==> config.mk <==
export PLATFORM = sky130hd
export DESIGN_NAME = multdiv_ctrl
export DESIGN_NICKNAME = d
export VERILOG_FILES = /design/src/rtl/mdu_pkg.sv /design/src/rtl/multdiv_ctrl.sv
export SDC_FILE = /design/constraint.sdc
export NUM_CORES = 1
export LEC_CHECK = 0
export ABC_AREA = 1
export CAP_MARGIN = 20
export CORE_MARGIN = 3
export CORE_UTILIZATION = 31
export CTS_BUF_LIST = sky130_fd_sc_hd__clkbuf_4 sky130_fd_sc_hd__clkbuf_8
export CTS_CLUSTER_DIAMETER = 200
export DETAILED_ROUTE_END_ITERATION = 10
export PLACE_DENSITY = 0.65
export SYNTH_ARGS = -nofsm -noshare
export SYNTH_HDL_FRONTEND = slang
export SYNTH_SLANG_ARGS = --single-unit
export TNS_END_PERCENT = 30
==> constraint.sdc <==
create_clock -name clock -period 1.4 [get_ports clock]
set_input_delay 0.35 -clock clock [delete_from_list [all_inputs] [get_ports clock]]
set_output_delay 0.35 -clock clock [all_outputs]
set_load 0.005 [all_outputs]
==> src/rtl/mdu_pkg.sv <==
// Shared types and default timing for the mult/div sequencer.
// Both the control block and the bench pull their state/op names from here.
package mdu_pkg;

   typedef enum logic [2:0] {
      IDLE,
      START,
      WAIT,
      WRITE,
      DIVZ
   } state_e;

   typedef enum logic {
      OP_MULT = 1'b0,
      OP_DIV  = 1'b1
   } op_e;

   localparam int DEF_MULT_CYCLES = 32;
   localparam int DEF_DIV_CYCLES  = 32;
   localparam int DEF_CNT_W       = 6;

endpackage

==> src/rtl/multdiv_ctrl.sv <==
// Sequencer that launches one MULT or DIV on the iterative datapath, waits out its
// fixed latency, then pulses the HI/LO write enables; divide-by-zero is trapped up front.
module multdiv_ctrl
   import mdu_pkg::*;
#(
   parameter int MULT_CYCLES = DEF_MULT_CYCLES,
   parameter int DIV_CYCLES  = DEF_DIV_CYCLES,
   parameter int CNT_W       = DEF_CNT_W,
   parameter int CHECK_DIV0  = 1
) (
   input  logic        clock,
   input  logic        reset,
   input  logic        mult_req,
   input  logic        div_req,
   input  logic [31:0] divisor,
   output logic        mult_control,
   output logic        div_control,
   output logic        hilo_sel,
   output logic        hi_write,
   output logic        lo_write,
   output logic        busy,
   output logic        done,
   output logic        div_zero
);

   localparam logic [CNT_W-1:0] MULT_LOAD = CNT_W'(MULT_CYCLES - 1);
   localparam logic [CNT_W-1:0] DIV_LOAD  = CNT_W'(DIV_CYCLES - 1);

   state_e           state_q, state_d;
   op_e              op_q, op_d;
   logic [CNT_W-1:0] cnt_q, cnt_d;
   logic             hilo_q, hilo_d;

   // hilo_sel is set at accept so the mux already points at the right unit during START.
   always_comb begin
      state_d = state_q;
      op_d    = op_q;
      cnt_d   = cnt_q;
      hilo_d  = hilo_q;
      case (state_q)
         IDLE: begin
            if (mult_req) begin
               state_d = START;
               op_d    = OP_MULT;
               hilo_d  = 1'b0;
            end else if (div_req) begin
               if ((CHECK_DIV0 != 0) && (divisor == 32'd0)) begin
                  state_d = DIVZ;
               end else begin
                  state_d = START;
                  op_d    = OP_DIV;
                  hilo_d  = 1'b1;
               end
            end
         end
         START: begin
            cnt_d   = (op_q == OP_MULT) ? MULT_LOAD : DIV_LOAD;
            state_d = WAIT;
         end
         WAIT: begin
            if (cnt_q == '0) begin
               state_d = WRITE;
            end else begin
               cnt_d = cnt_q - 1'b1;
            end
         end
         WRITE:   state_d = IDLE;
         DIVZ:    state_d = IDLE;
         default: state_d = IDLE;
      endcase
   end

   // Outputs are registered from the next-state decode so they line up with the state they belong to.
   always_ff @(posedge clock) begin
      if (reset) begin
         state_q      <= IDLE;
         op_q         <= OP_MULT;
         cnt_q        <= '0;
         hilo_q       <= 1'b0;
         mult_control <= 1'b0;
         div_control  <= 1'b0;
         hi_write     <= 1'b0;
         lo_write     <= 1'b0;
         done         <= 1'b0;
         div_zero     <= 1'b0;
         busy         <= 1'b0;
      end else begin
         state_q      <= state_d;
         op_q         <= op_d;
         cnt_q        <= cnt_d;
         hilo_q       <= hilo_d;
         mult_control <= (state_d == START) && (op_d == OP_MULT);
         div_control  <= (state_d == START) && (op_d == OP_DIV);
         hi_write     <= (state_d == WRITE);
         lo_write     <= (state_d == WRITE);
         done         <= (state_d == WRITE);
         div_zero     <= (state_d == DIVZ);
         busy         <= (state_d != IDLE);
      end
   end

   assign hilo_sel = hilo_q;

endmodule

==> Yosys cells after proc, flatten, opt, wreduce, memory -nomap -nowiden <==
Cells that the tools add are included.
{ "classes": {"bitwise": 1, "mux": 14, "add_sub_neg": 1, "eq_ne": 7, "reduce_logical": 10} }
{ "op_table": {"columns": ["cell", "count"], "rows": [
  ["logical NOT 32 bit", 1],
  ["2-to-1 mux 3 bit", 4],
  ["case mux 6 bit (2 select lines)", 1],
  ["case mux 3 bit (3 select lines)", 1],
  ["2-to-1 mux 1 bit", 7],
  ["equality test 3 x 1 -> 1 bit (second input constant)", 2],
  ["equality test 3 x 2 -> 1 bit (second input constant)", 2],
  ["logical NOT 6 bit", 1],
  ["2-to-1 mux 6 bit", 1],
  ["subtractor 6 x 1 -> 6 bit (second input constant)", 1],
  ["!= test 2 bit (second input constant)", 2],
  ["nonzero test 2 bit", 2],
  ["equality test 3 bit (second input constant)", 1],
  ["logical NOT 3 bit", 1],
  ["AND reduction 3 bit", 1],
  ["nonzero test 3 bit", 1],
  ["logical AND 1 bit", 2],
  ["AND reduction 2 bit", 1],
  ["NOT 1 bit", 1]
]} }
{ "word_totals": {"wordCells": 42, "register_bits": 16, "output_inout_bits": 8, "in_bits": 36} }

==> Logic depth before layout (Yosys ltp) <==
Gate-level depths: netlist of run 1.
{ "logic_depth": {"ltp_word": 7, "ltp_mapped": 8, "depth_no_buf": 8} }

==> Worst setup path before layout of run 1 <==
Ideal clock, no wire load.
{ "synth_timing": {"path_kind": "register -> register", "from": "register cnt_q[0]", "to": "register cnt_q[3]", "setup_slack_ps": 170, "setup_ps": 66, "path_stages_with_launch": 9, "period_less_slack_ps": 1230, "path_buffers": 0, "required_ps": 1334, "arrival_ps": 1164, "cell_sequence": "dfxtp_1 > inv_1 > ha_1 > nand4_2 > nand2_2 > nand2_4 > inv_4 > nand2_1 > a21oi_2"} }
{ "synth_between": {"elab_chain_cells": 3, "elab_cells_between_ends": 6, "cone_classes": "add/sub: 1; eq/ne: 1; mux: 2; reduce/logical: 2"} }
{ "synth_rtl": {"columns": ["element", "line_no", "text"], "rows": [
  ["from (decl)", "multdiv_ctrl.sv:31", "logic [CNT_W-1:0] cnt_q, cnt_d;"],
  ["from (signal assigned)", "multdiv_ctrl.sv:90", "cnt_q <= cnt_d;"],
  ["subtractor 6 x 1 -> 6 bit or logical NOT 6 bit (tied branches)", "multdiv_ctrl.sv:64, multdiv_ctrl.sv:61", null],
  ["2-to-1 mux 6 bit or != test 2 bit (tied branches)", null, null],
  ["case mux 6 bit (2 select lines) or AND reduction 2 bit (tied branches)", null, null]
]} }
Several ways; a longest one is shown, not always the timed one. The select of a mux whose other input is x is not followed.
A chain may end at the register's enable or synchronous reset.

==> Worst setup path in the final report of run 1 <==
{ "layout_timing": {"from": "input divisor[29]", "to": "register busy"} }
{ "layout_between": {"elab_chain_cells": 6} }
{ "layout_rtl": {"columns": ["element", "line_no", "text"], "rows": [
  ["from (decl)", "multdiv_ctrl.sv:15", "input logic [31:0] divisor,"],
  ["logical NOT 32 bit", "multdiv_ctrl.sv:47", "if ((CHECK_DIV0 != 0) && (divisor == 32'd0)) begin"],
  ["2-to-1 mux 3 bit", "multdiv_ctrl.sv:47", null],
  ["2-to-1 mux 3 bit", "multdiv_ctrl.sv:46", "end else if (div_req) begin"],
  ["2-to-1 mux 3 bit", "multdiv_ctrl.sv:42", "if (mult_req) begin"],
  ["case mux 3 bit (3 select lines)", "multdiv_ctrl.sv:40", "case (state_q)"],
  ["nonzero test 3 bit", "multdiv_ctrl.sv:98", "busy <= (state_d != IDLE);"],
  ["to (signal assigned)", "multdiv_ctrl.sv:98", null],
  ["to (decl)", "multdiv_ctrl.sv:21", "output logic busy,"]
]} }
No other way between the ends.

==> impl_metrics.py, run 1 <==
metrics = {
    "routing": {
        "routedWlPerCell_um": 10.94,
        "ant_nets": 0,
        "wirelength_um": 2198,
        "drt-initial-drc-count": 33,
        "drc_errors": 0,
        "vias_per_cell": 4.478,
        "drtPass1Iterations": 4,
        "num_vias": 900,
    },
    "floorplanning": {
        "die_area_um2": 3319,
        "die_h_um": 57.61,
        "initial_core_util_pct": 33.03,
        "fp.dieW_um": 57.61,
        "design.core.area_um2": 2500,
        "rows": 18,
        "io_pins": 44,
    },
    "logic_synthesis": {
        "synth_top_family_by_area": "simple AND/OR/NAND/NOR gates",
        "synth.yosys.seq_area_share_pct": 36.36,
        "synthMuxAreaShare_pct": 0,
        "synthAdderAreaFrac_pct": 1.515,
        "syn_nets": 160,
        "synth_cell_types": 24,
        "synth_compound_area_share_pct": 10.30,
        "ys.warnings.count": 0,
        "synth_area_um2": 825.8,
        "syn_inst": 123,
        "synth-simple-area-share_pct": 37.88,
        "synthXorXnorAreaFrac_pct": 2.121,
        "syn_avg_cell_area_um2": 6.714,
        "yosys_register_bits": 15,
    },
    "power": {
        "leakage_nw": 0.5968,
        "power.total_w": 0.001232,
        "powerDensity_nw_per_um2": 927.4,
        "vdd_ir_drop_max_v": 0.0008882,
    },
    "global_route": {
        "grt_pass1_vias": 896,
        "antenna_found_initial": 0,
        "grt_start_max_net_pins": 10,
        "grt_pass1_wl_um": 3788,
        "grt-ovfl-total": 0,
        "grt_util_all_layers_pct": 14.49,
    },
    "sta": {
        "setup_viol": 0,
        "fmax_mhz": 776.5,
        "finClkSkew_ns": 0.01271,
        "maxSlewViolCount": 0,
        "hold_viol_final": 0,
        "min_period_ns": 1.288,
        "worst_slew_pin_slew_ns": 0.3072,
        "rsz0062_at_grt": "true",
        "finalCritPeriodShare_pct": 91.99,
        "fin_ws_ns": 0.1122,
        "slew_headroom_pct": 79.45,
    },
    "layout": {
        "fin_nets": 209,
        "n_fill_cell": 259,
        "syn2layout_area_growth_pct": 60.91,
        "most-common-layout-cells": "clkdlybuf4s50_1 (35), nor2_1 (29), nand2_1 (23), inv_1 (17), dfxtp_1 (12)",
        "n_antenna_cell": 0,
        "final_common_cell": "clkdlybuf4s50_1",
        "drive_gt1_share_pct": 14.04,
    },
    "worst_setup_path": {
        "cp_common_cell": "nand2_1",
        "critPathArrivalTime_ns": 1.49,
        "crit_path_start_kind": "primary input",
        "path_cells": "clkdlybuf4s50_1, nor2_1, nand2_1, nor2_1, nand2_1, o21ai_2, nand3_1, nand2_1, nand2_1",
        "cp_data_required_time_ns": 1.60,
        "worst_setup_path_end_kind": "flop",
        "cp_slowest_stage_delay_ns": 0.40,
        "crit_slowest_cell": "clkdlybuf4s50_1",
        "worstPathMaxFanout": 3,
        "crit_type": "in2reg",
    },
    "placement": {
        "dp_hpwl_um": 1899,
        "gp_congestion": 0.8309,
        "portBuffers": 43,
        "place_ws_ns": -0.2070,
    },
    "clock_tree": {
        "cts_tree": "built",
        "clock_latency_ns": 0.29,
        "cts_buffer_depth": 2,
        "clockRootBuffer": "clkbuf_4",
        "cts_buffers": 3,
        "path_clk_slew_ns": 0.09,
        "numClockSinks": 15,
        "htreeDepth": 1,
    },
    "worst_hold_path": {
        "holdCritPathClass": "reg2reg",
    },
    "run": {
        "maxCapViolCount": 0,
    },
    "run_status": {
        "status": "finished, final reports clean",
    },
}
-- per-layer routing --
metal	GRT usage (%)	part of all wire (%)
met1	16.67	41
met2	27.90	54
met3	2.895	4.1
met4	1.987	0.50
met5	0	0
-- cells by family after synthesis --
logic type      after synthesis
buf+inv                      23
simple gates                 69
compound gates               13
flops                        15
xor+xnor                      2
fa+ha+maj                     1
-- sequential cells by signal, indices dropped and copies added, names as in the netlist --
name,count
cnt_q,6
div_zero,1
busy,1
hilo_sel,1
mult_control,1
div_control,1
state_q,3
done,1
-- stage by stage --
stage                     instance area (um^2)  std cells  hold WS [ns]  utilization [%]  TNS (ns)
after global routing                      1329        201        0.4886            53.15  -0.01861
final                                     1329        201        0.4551            53.15         0
after floorplan                          825.8        123        0.4418                -         0
after CTS                                 1326        201        0.4556            53.05  -0.07056
after detailed placement                  1304        197        0.4420            52.15   -0.8860
after global placement                    1304        197        0.4752            52.15   -0.7010
-- synth_stat cells, drive strengths merged --
| cell | instances | area, um^2 |
|---|---|---|
| nor2 | 30 | 115.1 |
| nand2 | 25 | 103.9 |
| inv | 20 | 77.58 |
| dfxtp | 15 | 300.3 |
| a21oi | 7 | 50.04 |
| nand3 | 6 | 30.03 |
| nand4 | 5 | 37.53 |
| o21ai | 5 | 28.78 |
| buf | 3 | 20.01 |
| nor3 | 3 | 26.28 |
| xor2 | 2 | 17.52 |
| a31oi | 1 | 6.260 |
| ha | 1 | 12.51 |
-- power breakdown --
part | switching [W] | internal, W | total, W | leakage, nW
logic | 0.000237 | 0.000237 | 0.000474 | 0.454
registers | 0.0000339 | 0.000477 | 0.000511 | 0.125
clock network | 0.000141 | 0.000106 | 0.000247 | 0.0177
total | 0.000412 | 0.000821 | 0.00123 | 0.597
-- timing repair --
| action | CTS | global route |
|---|---|---|
| pin swaps | 0 | 1 |
| hold endpoints to repair | 0 | 0 |
| endpoints found under the setup margin | 8 | 2 |
| resized for setup | 10 | 1 |
| hold buffers | 0 | 0 |
| setup buffers | 0 | 0 |
-- critical path: cells and delay by family --
| family | cells | cell delay, ns |
|---|---|---|
| AO/OA/AOI/OAI | 1 | 0.19 |
| buffers and inverters | 1 | 0.40 |
| AND/OR/NAND/NOR | 7 | 0.55 |
-- path summary, 6_finish.rpt --
| path | from | to | slack [ns] | depth (start not counted) |
|---|---|---|---|---|
| worst max-delay path | divisor[29] | busy | 0.11 | 9 |
| worst min-delay path | hilo_sel | hilo_sel | 0.46 | 2 |
| worst max register to register | cnt_q[0] | cnt_q[5] | 0.13 | 8 |
| worst min register to register | hilo_sel | hilo_sel | 0.46 | 2 |
-- area by class of cell --
cell class	count	area, um^2	share of cell area (%)
Sequential cell	15	304.0	22.88
Multi-Input combinational cell	85	427.9	32.20
Clock inverter	1	5.005	0.3766
Inverter	20	77.57	5.838
Clock buffer	3	22.52	1.695
Tap cell	30	37.54	2.825
Timing Repair Buffer	47	454.2	34.18
(Power assumes the default switching activity.)
==> run 2, diff against run 1 <==
--- a/config.mk
+++ b/config.mk
@@ -13,6 +13,7 @@
 export CTS_CLUSTER_DIAMETER = 200
 export DETAILED_ROUTE_END_ITERATION = 10
 export PLACE_DENSITY = 0.65
+export RECOVER_POWER = 50
 export SYNTH_ARGS = -nofsm -noshare
 export SYNTH_HDL_FRONTEND = slang
 export SYNTH_SLANG_ARGS = --single-unit
==> impl_metrics.py, run 2 (synthesis results as in run 1) <==
metrics = {
    "run_status": {
        "status": "finished, final reports clean",
    },
    "layout": {
        "n_antenna_cell": 0,
        "top_register": "cnt_q",
        "post-route-util_pct": 53.00,
        "final_common_cell": "clkdlybuf4s50_1",
        "stdcell_count": 201,
        "largest_registers": "cnt_q (6), state_q (3)",
        "most-common-layout-cells": "clkdlybuf4s50_1 (35), nor2_1 (29), nand2_1 (23), inv_1 (18), dfxtp_1 (15)",
        "drive_gt1_share_pct": 11.70,
        "largest_reg_flops": 6,
        "fin_nets": 209,
        "syn2layout_area_growth_pct": 60.45,
    },
    "global_route": {
        "grt_start_max_net_pins": 10,
        "grt_pass1_vias": 896,
        "grt-ovfl-total": 0,
        "grt_util_all_layers_pct": 14.49,
        "grt_pass1_wl_um": 3788,
        "antenna_found_initial": 0,
    },
    "clock_tree": {
        "htreeDepth": 1,
        "path_clk_slew_ns": 0.09,
        "postCtsHoldBufs": 0,
        "cts_buffers": 3,
        "clockRootBuffer": "clkbuf_4",
        "numClockSinks": 15,
        "clock_latency_ns": 0.29,
        "cts_tree": "built",
        "cts_buffer_depth": 2,
    },
    "worst_setup_path": {
        "worstPathMaxFanout": 3,
        "startpoint": "divisor[29]",
        "cp_data_required_time_ns": 1.60,
        "worst_setup_path_end_kind": "flop",
        "path_cells": "clkdlybuf4s50_1, nor2_1, nand2_1, nor2_1, nand2_1, o21ai_2, nand3_1, nand2_1, nand2_1",
        "cp_slowest_stage_delay_ns": 0.40,
        "r2r_slack_ns": 0.13,
        "path_buf_inv": 1,
        "crit_path_start_kind": "primary input",
        "crit_slowest_cell": "clkdlybuf4s50_1",
        "cpLargestDelayFamily": "simple AND/OR/NAND/NOR gates",
        "path_depth": 9,
        "reg2reg_from": "cnt_q[0]",
        "r2r_cells": 8,
        "crit_type": "in2reg",
        "r2r_end": "cnt_q[5]",
        "critPathArrivalTime_ns": 1.48,
        "crit_end": "busy",
        "cp_common_cell": "nand2_1",
    },
    "sta": {
        "min_period_ns": 1.286,
        "rsz0062_at_grt": "true",
        "hold_viol_final": 0,
        "finalCritPeriodShare_pct": 91.87,
        "slew_headroom_pct": 80.85,
        "worst_slew_pin_slew_ns": 0.2864,
        "maxSlewViolCount": 0,
        "finClkSkew_ns": 0.01276,
        "setup_viol": 0,
        "fmax_mhz": 777.5,
    },
    "power": {
        "powerDensity_nw_per_um2": 929.2,
        "internal_power_w": 0.0008194,
        "vdd_ir_drop_max_v": 0.0008873,
        "comb_power_share_pct": 38.5,
        "leakage_nw": 0.5954,
        "p_sw_w": 0.0004118,
        "sw_frac_of_total_pct": 33.45,
        "pwr-share-clk_pct": 20.1,
        "pwr-share-seq_pct": 41.4,
    },
    "placement": {
        "gp_congestion": 0.8309,
        "dp.cells": 197,
        "portBuffers": 43,
        "dp_hpwl_um": 1899,
    },
    "floorplanning": {
        "rows": 18,
        "die_area_um2": 3319,
        "design.core.area_um2": 2500,
        "fp.dieW_um": 57.61,
        "die_h_um": 57.61,
        "io_pins": 44,
        "initial_core_util_pct": 33.03,
    },
    "routing": {
        "drc_errors": 0,
        "ant_nets": 0,
        "routedWlPerCell_um": 10.96,
        "wirelength_um": 2202,
        "drt-initial-drc-count": 29,
        "num_vias": 905,
        "drtPass1Iterations": 4,
        "vias_per_cell": 4.502,
    },
    "run": {
        "maxCapViolCount": 0,
    },
    "worst_hold_path": {
        "holdCritPathClass": "reg2reg",
    },
}
-- run 2: cell types whose count changed in the layout (fill, tap and decap cells not counted) --
cell / before / now
inv_1: 17 / 18
dfxtp_1: 12 / 15
dfxtp_2: 3 / 0
inv_2: 2 / 1
-- run 2: tightest hold or removal path, stage by stage (launching register included) --
cell and delay, ns:
dfxtp_1 0.32, inv_1 0.05, a21oi_1 0.05
-- run 2: repair_timing --
item | in CTS | in global routing
gates resized for setup | 10 | 1
pin swaps | 0 | 1
setup buffers | 0 | 0
setup endpoints to repair | 8 | 2
cloned | 0 | 0
-- run 2: worst min path at each step --
stage	startpoint	to	cells after the start
final	hilo_sel	hilo_sel	2
after global routing	hilo_sel	hilo_sel	2
after CTS	hilo_sel	hilo_sel	2
after detailed placement	hilo_sel	hilo_sel	2
after global placement	hilo_sel	hilo_sel	2
after floorplan	hilo_sel	hilo_sel	2
-- run 2: stage by stage --
step                      setup TNS [ns]  instance area [um^2]  worst slack [ns]  hold WS, ns  power (W)
final                                  0                  1325            0.1139       0.4614   0.001231
after global routing            -0.01861                  1325          -0.01861       0.4969   0.001323
after CTS                       -0.07056                  1326          -0.07056       0.4556   0.001247
after detailed placement         -0.8860                  1304           -0.2070       0.4420   0.001002
after global placement           -0.7010                  1304           -0.1642       0.4752  0.0009885
after floorplan                        0                 825.8            0.1704       0.4418  0.0007972
-- run 2: layer usage --
metal / vias to the layer above / part of all wire [%] / GRT usage, %
li1: 479 / - / -
met1: 409 / 42 / 16.67
met2: 15 / 54 / 27.90
met3: 2 / 4.1 / 2.895
met4: 0 / 0.50 / 1.987
met5: - / 0 / 0
-- run 2: power by group through the flow --
stage	Sequential, W	Combinational [W]	Clock [W]
finish	0.000510	0.000474	0.000247
detailed placement	0.000519	0.000484	0
CTS	0.000510	0.000478	0.000259
global route	0.000516	0.000536	0.000270
global placement	0.000518	0.000471	0
floorplan	0.000515	0.000282	0
-- run 2: layout make-up --
type / instances / area (um^2)
fillers: 262 / 1175
clock inverters: 1 / 5.005
well taps: 30 / 37.54
repair buffers: 47 / 454.2
inverters: 20 / 77.57
flip-flops and latches: 15 / 300.3
multi-input cells: 85 / 427.9
clock buffers: 3 / 22.52
